===== config.mk =====
export PLATFORM = sky130hd
export DESIGN_NAME = thermal_line_engine
export DESIGN_NICKNAME = d
export VERILOG_FILES = /design/src/rtl/thermal_line_engine.sv
export SDC_FILE = /design/constraint.sdc
export NUM_CORES = 1
export LEC_CHECK = 0
export ABC_CLOCK_PERIOD_IN_PS = 5950
export CAP_MARGIN = 20
export CORE_ASPECT_RATIO = 1.25
export CORE_MARGIN = 8
export CORE_UTILIZATION = 62
export CTS_CLUSTER_SIZE = 24
export DETAILED_ROUTE_END_ITERATION = 7
export PLACE_DENSITY = 0.95
export REMOVE_ABC_BUFFERS = 1
export SLEW_MARGIN = 10
export SYNTH_ARGS = -nofsm -noshare
export SYNTH_HDL_FRONTEND = slang
export SYNTH_SLANG_ARGS = --single-unit

===== constraint.sdc =====
create_clock -name CLK -period 5.95 [get_ports CLK]
set_input_delay 1.19 -clock CLK [delete_from_list [all_inputs] [get_ports CLK]]
set_output_delay 1.19 -clock CLK [all_outputs]
set_load 0.02 [all_outputs]

===== src/rtl/thermal_line_engine.sv =====
// Thermal printer line engine: shifts one dot line into the head, latches it,
// fires the strobe groups in turn, then steps the paper motor.
module thermal_line_engine #(
  parameter int DOTS           = 384,
  parameter int STB_GROUPS     = 6,
  parameter int CLK_DIV        = 4,
  parameter int STB_CYCLES     = 50000,
  parameter int STEPS_PER_LINE = 2,
  parameter int STEP_CYCLES    = 100000
) (
  input  logic                  CLK,
  input  logic                  reset,
  input  logic [7:0]            data_i,
  input  logic                  valid_i,
  output logic                  ready_o,
  input  logic                  half_step_i,
  input  logic                  dir_i,
  output logic                  DO,
  output logic                  CLKimpr,
  output logic                  LAT,
  output logic [STB_GROUPS-1:0] STB,
  output logic                  INA,
  output logic                  INA2,
  output logic                  INB,
  output logic                  INB2,
  output logic                  busy_o,
  output logic                  line_done_o
);

  localparam int BYTES   = DOTS / 8;
  localparam int M1      = (CLK_DIV > STB_CYCLES) ? CLK_DIV : STB_CYCLES;
  localparam int CNT_MAX = (M1 > STEP_CYCLES) ? M1 : STEP_CYCLES;
  localparam int CW      = $clog2(CNT_MAX + 1);
  localparam int BCW     = $clog2(BYTES + 1);
  localparam int GW      = $clog2(STB_GROUPS + 1);
  localparam int SW      = $clog2(STEPS_PER_LINE + 1);

  localparam logic [CW-1:0]  DIV_LAST   = CW'(CLK_DIV - 1);
  localparam logic [CW-1:0]  STB_GAP    = CW'(STB_CYCLES);
  localparam logic [CW-1:0]  STEP_LAST  = CW'(STEP_CYCLES - 1);
  localparam logic [BCW-1:0] BYTE_LAST  = BCW'(BYTES - 1);
  localparam logic [GW-1:0]  GRP_LAST   = GW'(STB_GROUPS - 1);
  localparam logic [SW-1:0]  STEPN_LAST = SW'(STEPS_PER_LINE - 1);

  typedef enum logic [2:0] {S_IDLE, S_SHIFT, S_LATCH, S_BURN, S_FEED, S_DONE} state_t;

  state_t         r_state, w_state_next;
  logic [7:0]     r_shreg, w_shreg_next;
  logic [3:0]     r_bit_cnt, w_bit_cnt_next;
  logic [BCW-1:0] r_byte_cnt, w_byte_cnt_next;
  logic [CW-1:0]  r_cnt, w_cnt_next;
  logic           r_clk_hi, w_clk_hi_next;
  logic           r_shifting, w_shifting_next;
  logic [GW-1:0]  r_grp, w_grp_next;
  logic [SW-1:0]  r_step, w_step_next;
  logic [2:0]     r_phase, w_phase_next;
  logic           r_half, w_half_next;
  logic           r_dir, w_dir_next;

  logic       w_ready;
  logic       w_accept;
  logic [2:0] w_phase_inc;
  logic [2:0] w_phase_adv;
  logic [3:0] w_coil;

  // Ready is forced low while reset is held, not just after the first edge.
  assign w_ready     = !reset && ((r_state == S_IDLE) || ((r_state == S_SHIFT) && !r_shifting));
  assign w_accept    = valid_i && w_ready;
  assign w_phase_inc = r_half ? 3'd1 : 3'd2;
  assign w_phase_adv = r_dir ? (r_phase + w_phase_inc) : (r_phase - w_phase_inc);

  always_ff @(posedge CLK or posedge reset) begin
    if (reset) begin
      r_state    <= S_IDLE;
      r_shreg    <= '0;
      r_bit_cnt  <= '0;
      r_byte_cnt <= '0;
      r_cnt      <= '0;
      r_clk_hi   <= 1'b0;
      r_shifting <= 1'b0;
      r_grp      <= '0;
      r_step     <= '0;
      r_phase    <= 3'd1;
      r_half     <= 1'b0;
      r_dir      <= 1'b0;
    end else begin
      r_state    <= w_state_next;
      r_shreg    <= w_shreg_next;
      r_bit_cnt  <= w_bit_cnt_next;
      r_byte_cnt <= w_byte_cnt_next;
      r_cnt      <= w_cnt_next;
      r_clk_hi   <= w_clk_hi_next;
      r_shifting <= w_shifting_next;
      r_grp      <= w_grp_next;
      r_step     <= w_step_next;
      r_phase    <= w_phase_next;
      r_half     <= w_half_next;
      r_dir      <= w_dir_next;
    end
  end

  always_comb begin
    w_state_next    = r_state;
    w_shreg_next    = r_shreg;
    w_bit_cnt_next  = r_bit_cnt;
    w_byte_cnt_next = r_byte_cnt;
    w_cnt_next      = r_cnt;
    w_clk_hi_next   = r_clk_hi;
    w_shifting_next = r_shifting;
    w_grp_next      = r_grp;
    w_step_next     = r_step;
    w_phase_next    = r_phase;
    w_half_next     = r_half;
    w_dir_next      = r_dir;
    case (r_state)
      S_IDLE: begin
        if (w_accept) begin
          w_shreg_next    = data_i;
          w_bit_cnt_next  = 4'd8;
          w_byte_cnt_next = '0;
          w_cnt_next      = '0;
          w_clk_hi_next   = 1'b0;
          w_shifting_next = 1'b1;
          w_half_next     = half_step_i;
          w_dir_next      = dir_i;
          w_state_next    = S_SHIFT;
        end
      end
      S_SHIFT: begin
        if (r_shifting) begin
          if (r_cnt == DIV_LAST) begin
            w_cnt_next = '0;
            if (!r_clk_hi) begin
              w_clk_hi_next = 1'b1;
            end else begin
              w_clk_hi_next  = 1'b0;
              w_bit_cnt_next = r_bit_cnt - 4'd1;
              // The last bit is not shifted out so DO keeps it during the wait.
              if (r_bit_cnt == 4'd1) begin
                w_shifting_next = 1'b0;
                w_byte_cnt_next = r_byte_cnt + 1'b1;
                if (r_byte_cnt == BYTE_LAST)
                  w_state_next = S_LATCH;
              end else begin
                w_shreg_next = {r_shreg[6:0], 1'b0};
              end
            end
          end else begin
            w_cnt_next = r_cnt + 1'b1;
          end
        end else if (w_accept) begin
          w_shreg_next    = data_i;
          w_bit_cnt_next  = 4'd8;
          w_cnt_next      = '0;
          w_shifting_next = 1'b1;
        end
      end
      S_LATCH: begin
        if (r_cnt == DIV_LAST) begin
          w_cnt_next   = '0;
          w_grp_next   = '0;
          w_state_next = S_BURN;
        end else begin
          w_cnt_next = r_cnt + 1'b1;
        end
      end
      S_BURN: begin
        if (r_cnt == STB_GAP) begin
          w_cnt_next = '0;
          if (r_grp == GRP_LAST) begin
            w_step_next  = '0;
            w_phase_next = w_phase_adv;
            w_state_next = S_FEED;
          end else begin
            w_grp_next = r_grp + 1'b1;
          end
        end else begin
          w_cnt_next = r_cnt + 1'b1;
        end
      end
      S_FEED: begin
        if (r_cnt == STEP_LAST) begin
          w_cnt_next = '0;
          if (r_step == STEPN_LAST) begin
            w_state_next = S_DONE;
          end else begin
            w_step_next  = r_step + 1'b1;
            w_phase_next = w_phase_adv;
          end
        end else begin
          w_cnt_next = r_cnt + 1'b1;
        end
      end
      S_DONE:  w_state_next = S_IDLE;
      default: w_state_next = S_IDLE;
    endcase
  end

  // Coil order is {INA, INA2, INB, INB2}.
  always_comb begin
    w_coil = 4'b0000;
    if (r_state == S_FEED) begin
      case (r_phase)
        3'd0: w_coil = 4'b1000;
        3'd1: w_coil = 4'b1010;
        3'd2: w_coil = 4'b0010;
        3'd3: w_coil = 4'b0110;
        3'd4: w_coil = 4'b0100;
        3'd5: w_coil = 4'b0101;
        3'd6: w_coil = 4'b0001;
        3'd7: w_coil = 4'b1001;
      endcase
    end
  end

  generate
    for (genvar gi = 0; gi < STB_GROUPS; gi++) begin : g_stb
      assign STB[gi] = (r_state == S_BURN) && (r_grp == GW'(gi)) && (r_cnt != STB_GAP);
    end
  endgenerate

  assign {INA, INA2, INB, INB2} = w_coil;
  assign ready_o     = w_ready;
  assign DO          = r_shreg[7];
  assign CLKimpr     = r_clk_hi;
  assign LAT         = (r_state != S_LATCH);
  assign busy_o      = (r_state != S_IDLE);
  assign line_done_o = (r_state == S_DONE);

endmodule


==> run summary <==
Status = complete, no violations
N_diodes = 0
Most common cell on crit path = clkdlybuf4s50_1
Hold Vio Cnt, Final = 0
Worst path max stage delay = 0.62 ns
First-pass GRT wire length = 11070 um
Max Cap Violations = 0
Cells after synthesis = 336
Number of buffers added for setup after CTS = 0
EDFF count, synth = 0
Largest net degree at the start of global routing = 52
Element type at the critical path start = input pin
Clock latency at the later pin of the worst-skew pair = 0.31 ns
Reg clk slew, reported paths = 0.08 ns
Synth Cell Area = 0.003002 mm2
Multi-input combinational cell area = 0.001609 mm2
Count leader, synth = dfrtp_1
YS warnings = 0
Total Neg Setup Slack = 0 ns
Mux contribution to synthesized area = 4.627%
Hold Crit Class = reg2reg
GR Util All Layers = 18.23%
Total wire length = 6702 um
Top cells by area, synth = dfrtp_1 41%, ha_1 5.0%, nand2_1 5.0%
Clock Root Buffer = clkbuf_8
DRC Markers = 0
Slew HR = 29.53%
Power Density = 271.4 mW/mm2
CTS Hold Buffers Added = 0
Synth Register Bits = 50
Main combinational cell family by area after synthesis = simple AND/OR/NAND/NOR gates
Post-synth ARST share = 100.0%
CTS resizes = 0
Seq/Total Area, Yosys = 41.73%
Slowest stage cell, crit path = clkdlybuf4s50_1
Max-slew violation count = 0
Fin nets = 385
Total congestion overflow = 0
CTS tree = built
Post-synthesis average cell area = 8.933 um2
Antenna Violating Nets Remaining = 0
WL per Instance = 15.96 um
Upper clock frequency limit = 0.2779 GHz
Worst Max-Slew Pin Slew = 1.054 ns
Compound-gate portion of the synthesized area = 16.47%
Starting DRC count in detailed routing = 262
Layout cells sized above 1 = 7.500%
Design Area, Final = 0.003387 mm2
Post-synth top cells = 49 x dfrtp_1, 40 x nand2_1, 38 x nor2_1
Vias in the first global route = 2516
Placed cell areas = 0.003296 mm2
Vias = 2637
Die area = 0.007338 mm2
Worst-path cell chain = clkdlybuf4s50_1 -> inv_2 -> and2_1 -> clkdlybuf4s50_1
RSZ-0062 raised after global routing = no
CTS max path bufs = 2
Routability cong. = 0.8620
Final Skew = 0.01325 ns
Filler instances = 359
Min cycle time layout = 3.598 ns
Area growth from synthesis to layout = 12.84%
Post-synth top area share = 40.85%
Io pins = 29
Vias per cell = 6.279
Initial Utilization = 63.94%
Die Y-Extent = 93.79 um
Worst setup EP type = primary output
Worst Path Arrival = 2.41 ns
Num CTS Buffers = 5
Part of the cycle the worst path needs = 60.47%
Worst Path Required = 4.76 ns
Post-Synth Adder-Cell Area = 5.669%
# port buffers = 28
Simple-gate share of the synthesized area = 25.39%
Register area = 0.001252 mm2
Row count = 28
Top_reg_cell synth = dfrtp_1
Max VDD drop = 0.1814 mV
CP max FO = 2
Detailed-router iteration count before antenna repair = 5
DP Wirelength = 4886 um
H-tree depth = 2
TritonCTS sink count = 50
Core area = 0.004695 mm2
Area leader, netlist = dfrtp_1
Initial antenna violation count = 0
Synth cell types = 54
Setup violations, final = 0
Crit Path Category = in2out
Die width = 78.24 um
Leak = 1.444 nW
Post-Synth XOR/XNOR Area = 1.459%
-- cell usage in the layout (no fill, tap or decap), drive strengths merged, types with 2 or more instances in the layout --
cell type,count
dfrtp,49
nand2,41
nor2,38
clkdlybuf4s50,28
inv,19
o21ai,18
a31oi,18
nand3,15
a21oi,14
ha,12
nor3,9
o22ai,7
mux2,7
nor3b,7
clkbuf,7
nand4,6
mux2i,6
nor4,5
and2,4
and3,4
nand2b,4
or2,3
a41oi,3
xnor2,3
a211oi,2
nand4bb,2
and4,2
or3,2
xor2,2
a221o,2
o31ai,2
-- worst max-delay path: cells and delay by family --
family | cells | cell delay [ns]
buf+inv | 3 | 1.10
simple gates | 1 | 0.12
-- metal layers --
metal  GRT usage [%]  routed length (um)  up-vias  share of wire, %
met5               0                   0        -                 0
met2           33.70                3544       97                53
met4           7.276                 125        0               1.9
li1                -                   -     1261                 -
met3           3.544                 396       14               5.9
met1           19.75                2635     1265                39
-- metrics by stage --
| step | setup slack (ns) | utilization, % | cells | hold WS (ns) | total power [W] |
|---|---|---|---|---|---|
| 2_1_floorplan | 2.084 | - | 323 | 0.4419 | 0.0006350 |
| 3_5_place_dp | 2.152 | 70.20 | 412 | 0.4731 | 0.0007111 |
| 4_1_cts | 2.334 | 72.15 | 420 | 0.4911 | 0.0009139 |
| 6_report | 2.352 | 72.15 | 420 | 0.4913 | 0.0009192 |
| 5_1_grt | 2.233 | 72.15 | 420 | 0.5041 | 0.0009671 |
| 3_3_place_gp | 2.175 | 70.20 | 412 | 0.4590 | 0.0006949 |
-- where the power goes --
part / total, W / internal, W / switching (W)
Sequential: 0.000509 / 0.000402 / 0.000106
Combinational: 0.000204 / 0.0000922 / 0.000112
Clock: 0.000206 / 0.0000940 / 0.000112
Total: 0.000919 / 0.000589 / 0.000331
-- state kept, by name, indices dropped and copies added (netlist names), 2 cells and up --
name,count
r_grp,3
r_cnt,17
r_state,3
r_step,2
r_phase,3
r_shreg,8
r_byte_cnt,6
r_bit_cnt,4
-- final timing paths --
check                      cells after the start      endpoint      start  slack, ns
max reg2reg                                    6      r_cnt[3]  r_cnt[11]       2.72
min in group asynchronous                      3  r_bit_cnt[3]      reset       1.37
max                                            4       ready_o      reset       2.35
max in group asynchronous                      3      r_cnt[7]      reset       4.14
min reg2reg                                    2     r_step[1]  r_step[1]       0.49
min                                            2     r_step[1]  r_step[1]       0.49
-- cells by family after synthesis --
group           Yosys count
xor+xnor                  5
buf+inv                  32
fa+ha+maj                13
flops                    50
compound gates           75
simple gates            148
mux                      13
-- layout make-up --
cell class                      instances  area share [%]
Clock inverter                          1          0.1478
Inverter                               19           2.106
Tap cell                               60           2.216
Clock buffer                            7           2.549
Timing Repair Buffer                   29           8.496
Multi-Input combinational cell        254           47.51
Sequential cell                        50           36.98
Power figures use the tool's default switching activity.
